`src/rtl/life_pkg.sv`:
```
// Shared types and rule constants for the Game of Life step engine.
package life_pkg;

  typedef enum logic [1:0] {
    ST_IDLE,
    ST_FILL,
    ST_RUN,
    ST_DONE
  } state_e;

  localparam int NBR_CNT_W = 4;

  localparam logic [NBR_CNT_W-1:0] BIRTH_CNT   = 4'd3;
  localparam logic [NBR_CNT_W-1:0] SURVIVE_MIN = 4'd2;
  localparam logic [NBR_CNT_W-1:0] SURVIVE_MAX = 4'd3;

  function automatic logic next_cell(input logic alive, input logic [NBR_CNT_W-1:0] cnt);
    if (alive) begin
      return (cnt >= SURVIVE_MIN) && (cnt <= SURVIVE_MAX);
    end
    return cnt == BIRTH_CNT;
  endfunction

endpackage

```
`src/rtl/life_row_next.sv`:
```
// Combinational next-generation logic for one row, given the rows above and below.
module life_row_next
  import life_pkg::*;
#(
  parameter int WIDTH = 8
) (
  input  logic             wrap_i,
  input  logic [WIDTH-1:0] above_i,
  input  logic [WIDTH-1:0] cur_i,
  input  logic [WIDTH-1:0] below_i,
  output logic [WIDTH-1:0] next_o
);

  // Bit 0 of each extended row is column -1 and bit WIDTH+1 is column WIDTH,
  // so column j sees its neighbourhood at extended bits j..j+2.
  logic [WIDTH+1:0] above_x;
  logic [WIDTH+1:0] cur_x;
  logic [WIDTH+1:0] below_x;
  logic [NBR_CNT_W-1:0] cnt;

  always_comb begin
    above_x = {wrap_i & above_i[0], above_i, wrap_i & above_i[WIDTH-1]};
    cur_x   = {wrap_i & cur_i[0],   cur_i,   wrap_i & cur_i[WIDTH-1]};
    below_x = {wrap_i & below_i[0], below_i, wrap_i & below_i[WIDTH-1]};
    next_o  = '0;
    cnt     = '0;
    for (int j = 0; j < WIDTH; j++) begin
      cnt = NBR_CNT_W'(above_x[j]) + NBR_CNT_W'(above_x[j+1]) + NBR_CNT_W'(above_x[j+2])
          + NBR_CNT_W'(cur_x[j])                               + NBR_CNT_W'(cur_x[j+2])
          + NBR_CNT_W'(below_x[j]) + NBR_CNT_W'(below_x[j+1]) + NBR_CNT_W'(below_x[j+2]);
      next_o[j] = next_cell(cur_x[j+1], cnt);
    end
  end

endmodule

```
`src/rtl/life_step.sv`:
```
// One Game of Life generation: streams the source grid through a three-row
// window and writes the next generation to a separate memory, one row per cycle.
module life_step
  import life_pkg::*;
#(
  parameter int WIDTH      = 8,
  parameter int ROWS       = 200,
  parameter int ADDR_WIDTH = 8,
  parameter int WRAP       = 1
) (
  input  logic                  clk,
  input  logic                  reset,
  input  logic                  start,
  output logic                  busy,
  output logic                  done,
  output logic [ADDR_WIDTH-1:0] rd_addr,
  output logic                  rd_en,
  input  logic [WIDTH-1:0]      rd_data,
  output logic [ADDR_WIDTH-1:0] wr_addr,
  output logic                  wr_en,
  output logic [WIDTH-1:0]      wr_data
);

  localparam int CNT_W = ADDR_WIDTH + 2;
  localparam logic [CNT_W-1:0]      LAST_K   = CNT_W'(ROWS + 1);
  localparam logic [CNT_W-1:0]      WRAP_K   = CNT_W'(ROWS);
  localparam logic [CNT_W-1:0]      FULL_CNT = CNT_W'(2);
  localparam logic [ADDR_WIDTH-1:0] LAST_ROW = ADDR_WIDTH'(ROWS - 1);
  localparam logic                  WRAP_ON  = (WRAP != 0);

  state_e                state_q, state_d;
  logic                  busy_q, busy_d;
  logic                  done_q, done_d;
  logic                  issue_q, issue_d;
  logic [CNT_W-1:0]      issue_k_q, issue_k_d;
  logic                  rd_en_q, rd_en_d;
  logic [ADDR_WIDTH-1:0] rd_addr_q, rd_addr_d;
  logic                  ret_q, ret_d;
  logic                  ret_pad_q, ret_pad_d;
  logic [CNT_W-1:0]      ret_cnt_q, ret_cnt_d;
  logic [WIDTH-1:0]      win_above_q, win_above_d;
  logic [WIDTH-1:0]      win_cur_q, win_cur_d;
  logic [WIDTH-1:0]      win_below_q, win_below_d;
  logic                  wr_en_q, wr_en_d;
  logic [ADDR_WIDTH-1:0] wr_addr_q, wr_addr_d;
  logic [WIDTH-1:0]      wr_data_q, wr_data_d;
  logic [WIDTH-1:0]      in_row;
  logic [WIDTH-1:0]      next_row;

  // Slots whose read was suppressed (off-grid rows without wrap) feed a dead row.
  assign in_row      = ret_pad_q ? '0 : rd_data;
  assign win_above_d = ret_q ? win_cur_q   : win_above_q;
  assign win_cur_d   = ret_q ? win_below_q : win_cur_q;
  assign win_below_d = ret_q ? in_row      : win_below_q;

  life_row_next #(
    .WIDTH(WIDTH)
  ) u_row_next (
    .wrap_i (WRAP_ON),
    .above_i(win_above_d),
    .cur_i  (win_cur_d),
    .below_i(win_below_d),
    .next_o (next_row)
  );

  always_comb begin
    state_d   = state_q;
    busy_d    = busy_q;
    done_d    = 1'b0;
    issue_d   = 1'b0;
    issue_k_d = issue_k_q;
    rd_en_d   = 1'b0;
    rd_addr_d = rd_addr_q;
    ret_d     = issue_q;
    ret_pad_d = ~rd_en_q;
    ret_cnt_d = ret_cnt_q;
    wr_en_d   = 1'b0;
    wr_addr_d = wr_addr_q;
    wr_data_d = wr_data_q;

    // Every returned row after the first two completes a window centred on
    // row (returns - 2), which is written on the following cycle.
    if (ret_q) begin
      ret_cnt_d = ret_cnt_q + CNT_W'(1);
      if (ret_cnt_q >= FULL_CNT) begin
        wr_en_d   = 1'b1;
        wr_addr_d = ADDR_WIDTH'(ret_cnt_q - FULL_CNT);
        wr_data_d = next_row;
      end
    end

    if (issue_q && (issue_k_q != LAST_K)) begin
      issue_d   = 1'b1;
      issue_k_d = issue_k_q + CNT_W'(1);
      rd_addr_d = (issue_k_q == WRAP_K) ? '0 : issue_k_q[ADDR_WIDTH-1:0];
      rd_en_d   = WRAP_ON || (issue_k_q != WRAP_K);
    end

    case (state_q)
      ST_IDLE: begin
        if (start) begin
          state_d   = ST_FILL;
          busy_d    = 1'b1;
          issue_d   = 1'b1;
          issue_k_d = '0;
          rd_addr_d = LAST_ROW;
          rd_en_d   = WRAP_ON;
          ret_cnt_d = '0;
        end
      end
      ST_FILL: begin
        if (ret_q && (ret_cnt_q == FULL_CNT)) begin
          state_d = ST_RUN;
        end
      end
      ST_RUN: begin
        if (wr_en_q && (wr_addr_q == LAST_ROW)) begin
          state_d = ST_DONE;
          busy_d  = 1'b0;
          done_d  = 1'b1;
        end
      end
      ST_DONE: begin
        state_d = ST_IDLE;
      end
      default: begin
        state_d = ST_IDLE;
        busy_d  = 1'b0;
      end
    endcase
  end

  always_ff @(posedge clk) begin
    if (reset) begin
      state_q     <= ST_IDLE;
      busy_q      <= 1'b0;
      done_q      <= 1'b0;
      issue_q     <= 1'b0;
      issue_k_q   <= '0;
      rd_en_q     <= 1'b0;
      rd_addr_q   <= '0;
      ret_q       <= 1'b0;
      ret_pad_q   <= 1'b0;
      ret_cnt_q   <= '0;
      win_above_q <= '0;
      win_cur_q   <= '0;
      win_below_q <= '0;
      wr_en_q     <= 1'b0;
      wr_addr_q   <= '0;
      wr_data_q   <= '0;
    end else begin
      state_q     <= state_d;
      busy_q      <= busy_d;
      done_q      <= done_d;
      issue_q     <= issue_d;
      issue_k_q   <= issue_k_d;
      rd_en_q     <= rd_en_d;
      rd_addr_q   <= rd_addr_d;
      ret_q       <= ret_d;
      ret_pad_q   <= ret_pad_d;
      ret_cnt_q   <= ret_cnt_d;
      win_above_q <= win_above_d;
      win_cur_q   <= win_cur_d;
      win_below_q <= win_below_d;
      wr_en_q     <= wr_en_d;
      wr_addr_q   <= wr_addr_d;
      wr_data_q   <= wr_data_d;
    end
  end

  assign busy    = busy_q;
  assign done    = done_q;
  assign rd_en   = rd_en_q;
  assign rd_addr = rd_addr_q;
  assign wr_en   = wr_en_q;
  assign wr_addr = wr_addr_q;
  assign wr_data = wr_data_q;

endmodule

```
`config.mk`:
```
export PLATFORM = sky130hd
export DESIGN_NAME = life_step
export DESIGN_NICKNAME = d
export VERILOG_FILES = /design/src/rtl/life_pkg.sv /design/src/rtl/life_row_next.sv /design/src/rtl/life_step.sv
export SDC_FILE = /design/constraint.sdc
export NUM_CORES = 1
export LEC_CHECK = 0
export ABC_CLOCK_PERIOD_IN_PS = 8850
export BUFFER_PORTS_ARGS = -buffer_cell sky130_fd_sc_hd__buf_2
export CORE_MARGIN = 1.5
export CORE_UTILIZATION = 60
export CTS_CLUSTER_DIAMETER = 150
export DETAILED_ROUTE_END_ITERATION = 12
export PLACE_DENSITY_LB_ADDON = 0.25
export SYNTH_ARGS = -nofsm -noshare
export SYNTH_HDL_FRONTEND = slang
export SYNTH_SLANG_ARGS = --single-unit
```
`constraint.sdc`:
```
create_clock -name clk -period 8.85 [get_ports clk]
set_input_delay 0.4425 -clock clk [delete_from_list [all_inputs] [get_ports clk]]
set_output_delay 0.4425 -clock clk [all_outputs]
set_load 0.02 [all_outputs]
```
==> flow_metrics.env, run 1 <==
export IMPL_async_flop_share_pct=0
export IMPL_yosysSeqAreaShare_pct=34.2
export IMPL_finalSetupViolations=0
export IMPL_tns_ns=0
export IMPL_antenna_found_initial=0
export IMPL_path_cells="buf_4, clkinv_1, nor2_1, a22oi_1, fa_1, fa_1, fa_1, fa_1, nor2_1, a31oi_1, a2111o_1, a21oi_1"
export IMPL_setup_ws_ns=4.31
export IMPL_areaGrowthSynthToFinish_pct=11.2
export IMPL_regToRegStartpoint="ret_q"
export IMPL_startpoint="ret_q"
export IMPL_coreArea_sq_um=7210
export IMPL_io_buffers=38
export IMPL_leakage_uw=0.00206
export IMPL_fp_dieH_um=89.1
export IMPL_grt_max_degree=56
export IMPL_syn_area_sq_um=4450
export IMPL_num_vias=3332
export IMPL_drt_wl_total_mm=9.06
export IMPL_gr_total_overflow=0
export IMPL_die_x_um=89.1
export IMPL_crit_slowest_cell="fa_1"
export IMPL_diodes=0
export IMPL_synth_seq_cells=76
export IMPL_clock_latency_ns=0.35
export IMPL_worstHoldPathType="reg2reg"
export IMPL_syn_nets=542
export IMPL_critPathTopFamily="adder cells"
export IMPL_grt_pass1_vias=3264
export IMPL_dp_hpwl_mm=6.84
export IMPL_pin_count=39
export IMPL_first_pass_iters=4
export IMPL_synth_edff_count=0
export IMPL_crit_top_cell="fa_1"
export IMPL_ys_top_cells_by_count="76 x dfxtp_1, 62 x nor2_1, 49 x inv_1"
export IMPL_synth_top_cell_area_share_pct=34.2
export IMPL_fillers=586
export IMPL_cts_path_max_buffers=2
export IMPL_final_nets=575
export IMPL_peakVddDrop_mv=0.0996
export IMPL_routed_via_density=5.53
export IMPL_fin_skew_ns=0.0122
export IMPL_cts_root_buffer="clkbuf_8"
export IMPL_max_slew_margin_rel_pct=40.4
export IMPL_crit_arrival_ns=4.82
export IMPL_hp_start="wr_data[6]"
export IMPL_cts_resized=0
export IMPL_hold_buffers=0
export IMPL_clock_sinks=76
export IMPL_clkTransAtPathRegs_ns=0.08
export IMPL_drc=0
export IMPL_ys_warn_count=0
export IMPL_worst_hold_slack_ns=0.451
export IMPL_cp_slowest_stage_delay_ns=0.61
export IMPL_syn_inst=465
export IMPL_avgRoutedWirePerCell_um=15.0
export IMPL_synth_avg_cell_area_sq_um=9.57
export IMPL_cts_setup_buffers=0
export IMPL_drv_cap=0
export IMPL_fmax_mhz=220
export IMPL_end_kind="register"
export IMPL_grt_pass1_wl_mm=15.0
export IMPL_status="completed"
export IMPL_ant_nets=0
export IMPL_synth_area_leaders="dfxtp_1 34%, fa_1 14%, ha_1 9.6%, nor2_1 5.2%, mux2i_1 4.3%"
export IMPL_crit_buf_inv=2
export IMPL_cts_tree="done"
export IMPL_grt_usage_pct=24.6
export IMPL_die_area_sq_um=7940
export IMPL_synth_area_leader_cell="dfxtp_1"
export IMPL_numCtsBuffers=9
export IMPL_yosysMostFrequentCell="dfxtp_1"
export IMPL_worst_slew_pin_slew_ns=0.894
export IMPL_drtIter0Drc=101
export IMPL_crit_fanout=27
export IMPL_synth_ff_type="dfxtp_1"
export IMPL_finalHoldViolCount=0
export IMPL_gp_congestion=0.801
export IMPL_layout_drive_gt1_share_pct=12.3
export IMPL_powerDensity_nw_per_um2=178
export IMPL_dp_slack_ns=4.37
export IMPL_criticalPathCategory="reg2reg"
export IMPL_start_util_pct=61.7
export IMPL_final_max_slew_violation_count=0
export IMPL_worst_ep_required_time_ns=9.13
export IMPL_period_needed_ns=4.54
export IMPL_rsz0062_at_grt="no"
export IMPL_rows=31
export IMPL_worstSetupStartpointType="register"
export IMPL_period_share_pct=51.3
export IMPL_htreeDepth=3
export IMPL_yosysUniqueCellTypes=45
-- state kept, by name, summed over array words and instances, names as in the netlist, 2 cells and up --
register / flops
win_above_q: 8
state_q: 2
win_below_q: 8
issue_k_q: 10
wr_addr: 8
ret_cnt_q: 10
win_cur_q: 8
rd_addr: 8
wr_data: 8
-- where the power goes --
| group | internal, uW | switching [uW] | total (uW) | leakage [uW] |
|---|---|---|---|---|
| sequential | 362 | 17.7 | 380 | 0.000615 |
| combinational | 65.2 | 104 | 170 | 0.00132 |
| clock | 203 | 126 | 329 | 0.000127 |
-- cells in the final DEF (no fill, tap or decap), types with 4 or more instances in the layout --
cell type  count
dfxtp_1       76
nor2_1        62
inv_1         49
buf_2         38
ha_1          34
fa_1          32
a21oi_1       24
mux2i_1       19
nand2_1       18
nor2b_1       15
nand3_1       13
clkbuf_8      11
xnor2_1       10
xor2_1        10
a22oi_1        9
a211oi_1       9
nand2b_1       6
nor4b_1        6
o211ai_1       6
a31oi_1        5
or3_1          4
and3_1         4
-- cell type report --
cell class | instances | area [sq um] | share of cell area, %
multi-input combinational | 320 | 2650 | 53.6
sequential | 76 | 1520 | 30.8
timing repair buffer | 41 | 213 | 4.30
inverter | 50 | 188 | 3.80
clock buffer | 12 | 155 | 3.14
tap | 99 | 124 | 2.51
clock inverter | 4 | 95.1 | 1.92
-- stage by stage --
step                cell area (sq um)  total power [uW]  instances  util (%)
finish                           4940               878        602      68.5
global route                     4940               921        602      68.5
CTS                              4940               884        602      68.5
detailed placement               4690               558        586      65.1
global placement                 4690               552        586      65.1
floorplan                        4450               513        465         -
-- worst min-delay path, delay by kind of cell (launching register included) --
kind | cells | cell delay (ns)
flops | 1 | 0.31
simple gates | 1 | 0.05
compound gates | 1 | 0.05
-- worst paths after layout --
kind                     end  slack (ns)  cells past startpoint
setup / recovery  wr_data[3]        4.31                     12
setup reg to reg  wr_data[3]        4.31                     12
hold reg to reg   wr_data[6]        0.45                      2
hold / removal    wr_data[6]        0.45                      2
-- kinds of logic after synthesis --
group,count (synthesis),synth area share (%)
mux,19,4.28
simple gates,147,16.8
fa+ha+maj,66,24.0
flops,76,34.2
buf+inv,69,6.24
xor+xnor,20,3.94
compound gates,68,10.6
-- layer usage --
| layer | vias up | track usage, % | wire (um) | part of all wire, % |
|---|---|---|---|---|
| li1 | 1635 | - | - | - |
| met1 | 1595 | 31.3 | 4070 | 45 |
| met2 | 86 | 42.7 | 4500 | 50 |
| met3 | 16 | 3.32 | 319 | 3.5 |
| met4 | 0 | 9.37 | 170 | 1.9 |
| met5 | - | 0 | 0 | 0 |
Note: power is estimated with default switching activity, not from simulation.
==> run 2, diff against run 1 <==
--- a/config.mk
+++ b/config.mk
@@ -5,10 +5,10 @@
 export SDC_FILE = /design/constraint.sdc
 export NUM_CORES = 1
 export LEC_CHECK = 0
-export ABC_CLOCK_PERIOD_IN_PS = 8850
+export ABC_CLOCK_PERIOD_IN_PS = 3950
 export BUFFER_PORTS_ARGS = -buffer_cell sky130_fd_sc_hd__buf_2
 export CORE_MARGIN = 1.5
-export CORE_UTILIZATION = 60
+export CORE_UTILIZATION = 54
 export CTS_CLUSTER_DIAMETER = 150
 export DETAILED_ROUTE_END_ITERATION = 12
 export PLACE_DENSITY_LB_ADDON = 0.25
==> constraint.sdc (replaced) <==
create_clock -name clk -period 3.95 [get_ports clk]
set_input_delay 0.1975 -clock clk [delete_from_list [all_inputs] [get_ports clk]]
set_output_delay 0.1975 -clock clk [all_outputs]
set_load 0.02 [all_outputs]
==> run 2 against run 1 <==
Sequential cell count is the same. Worst setup slack lost 4.2 ns. Total power grew 120%. Final cell count grew 4.0%. Maximum frequency grew 20%. Clock skew shrank 0.0052 ns. Sequential share of layout area shrank 1.3 points. Wire length grew 6.0%. Global-route usage shrank 1.7 points. Critical path type unchanged. Critical endpoint is now wr_data[4]. Largest power group unchanged.
==> flow_metrics.env, run 2 (same netlist as run 1, synthesis figures left out) <==
export IMPL_avgRoutedWirePerCell_um=15.3
export IMPL_antenna_found_initial=0
export IMPL_routed_via_density=5.52
export IMPL_path_depth=13
export IMPL_status="completed"
export IMPL_first_pass_iters=4
export IMPL_grt_max_degree=56
export IMPL_peakVddDrop_mv=0.215
export IMPL_clkTransAtPathRegs_ns=0.08
export IMPL_numCtsBuffers=9
export IMPL_pwr_share_seq_pct=44.0
export IMPL_coreArea_sq_um=7850
export IMPL_grt_usage_pct=22.9
export IMPL_dp_slack_ns=0.158
export IMPL_areaGrowthSynthToFinish_pct=16.4
export IMPL_fmax_mhz=264
export IMPL_diodes=0
export IMPL_hold_buffers=0
export IMPL_clockPowerShare_pct=34.4
export IMPL_drtIter0Drc=129
export IMPL_pin_count=39
export IMPL_die_area_sq_um=8790
export IMPL_worstSetupStartpointType="register"
export IMPL_crit_arrival_ns=4.06
export IMPL_comb_power_share_pct=21.6
export IMPL_cp_slowest_stage_delay_ns=0.49
export IMPL_worst_slew_pin_slew_ns=0.897
export IMPL_max_slew_margin_rel_pct=40.2
export IMPL_final_max_slew_violation_count=0
export IMPL_clock_sinks=76
export IMPL_cts_tree="done"
export IMPL_crit_buf_inv=3
export IMPL_critPathTopFamily="adder cells"
export IMPL_layout_drive_gt1_share_pct=17.9
export IMPL_io_buffers=38
export IMPL_path_cells="buf_12, mux2i_4, inv_1, ha_1, inv_1, fa_1, fa_1, fa_1, fa_1, nor2_1, a31oi_1, a2111o_1, a21oi_1"
export IMPL_criticalPathCategory="reg2reg"
export IMPL_period_needed_ns=3.79
export IMPL_switchingPower_uw=581
export IMPL_worstHoldPathType="in2reg"
export IMPL_p_int_uw=1360
export IMPL_gp_congestion=0.808
export IMPL_clock_latency_ns=0.35
export IMPL_powerDensity_nw_per_um2=375
export IMPL_layout_common_cells="75 x dfxtp_1, 62 x nor2_1, 49 x inv_1"
export IMPL_final_common_cell="dfxtp_1"
export IMPL_regArea_sq_um=1530
export IMPL_htreeDepth=3
export IMPL_crit_top_cell="fa_1"
export IMPL_multi_input_area_sq_um=2710
export IMPL_worst_ep_required_time_ns=4.23
export IMPL_setup_ws_ns=0.162
export IMPL_end_kind="register"
export IMPL_drv_cap=0
export IMPL_die_x_um=93.8
export IMPL_num_vias=3455
export IMPL_finalHoldViolCount=0
export IMPL_cts_root_buffer="clkbuf_8"
export IMPL_drc=0
export IMPL_crit_slowest_cell="fa_1"
export IMPL_fp_dieH_um=93.8
export IMPL_final_nets=597
export IMPL_min_path_cells=3
export IMPL_top_regs="issue_k_q x10, ret_cnt_q x10"
export IMPL_fin_skew_ns=0.00698
export IMPL_drt_wl_total_mm=9.60
export IMPL_grt_pass1_wl_mm=15.6
export IMPL_dp_hpwl_mm=6.94
export IMPL_fillers=659
export IMPL_rr_worst_depth=13
export IMPL_crit_fanout=13
export IMPL_finalSetupViolations=0
export IMPL_gr_total_overflow=0
export IMPL_power_total_uw=1940
export IMPL_switching_share_pct=29.9
export IMPL_leakage_uw=0.00216
export IMPL_period_share_pct=95.9
export IMPL_ant_nets=0
export IMPL_rows=32
export IMPL_start_util_pct=56.7
export IMPL_cts_path_max_buffers=2
export IMPL_grt_pass1_vias=3302
==> run 2: cell count changes in the layout (fill, tap and decap cells not counted), moves of 2 or more <==
cell / before / now
buf_4: 3 / 23
mux2i_1: 19 / 14
mux2i_2: 0 / 3
a22oi_1: 9 / 7
a22oi_2: 0 / 2
mux2i_4: 0 / 2
==> run 2: path summary, 6_finish.rpt <==
| kind | startpoint | end | slack, ns |
|---|---|---|---|
| max | ret_q | wr_data[4] | 0.16 |
| min | start | rd_en | 0.19 |
| min reg2reg | wr_data[5] | wr_data[5] | 0.45 |
| max reg2reg | ret_q | wr_data[4] | 0.16 |
==> run 2: repair_timing <==
item	4_1_cts	5_1_grt
buffers inserted	0	3
endpoints found under the setup margin	0	8
resized for setup	0	9
==> run 2: power by group through the flow <==
stage / clock (uW) / combinational [uW] / sequential [uW]
after global placement: 0 / 386 / 867
after detailed placement: 0 / 397 / 869
after global routing: 716 / 469 / 860
after floorplan: 0 / 272 / 881
after CTS: 682 / 400 / 852
final: 667 / 420 / 854
==> run 2: per-stage QoR <==
stage / area, sq um / utilization [%] / cells / hold WS (ns) / setup TNS, ns
after detailed placement: 4860 / 61.9 / 607 / 0.444 / 0
after floorplan: 4470 / - / 465 / 0.386 / 0
final: 5180 / 66.0 / 626 / 0.193 / 0
after global placement: 4860 / 61.9 / 607 / 0.437 / 0
after global routing: 5180 / 66.0 / 626 / 0.213 / -0.0519
after CTS: 5080 / 64.8 / 622 / 0.180 / 0
==> run 2: layout make-up <==
cell class | count | share of cell area (%)
tap | 102 | 2.47
clock buffer | 10 | 2.66
inverter | 50 | 3.63
multi-input combinational | 320 | 52.3
sequential | 76 | 29.5
clock inverter | 5 | 1.64
timing repair buffer | 63 | 7.88
==> run 2: worst min-delay path: cells and delay by family <==
| kind | cells | cell delay (ns) |
|---|---|---|
| AOI/OAI and AO/OA | 1 | 0.07 |
| buffers and inverters | 1 | 0.12 |
| and+or+nand+nor | 1 | 0.11 |
==> run 2: routing by layer <==
metal  vias to the layer above  wire length [um]  global-route usage [%]
met5                         -                 0                       0
met2                        70              4590                    36.8
met1                      1688              4520                    31.2
met3                        14               387                    4.61
met4                         0               104                    6.84
li1                       1683                 -                       -
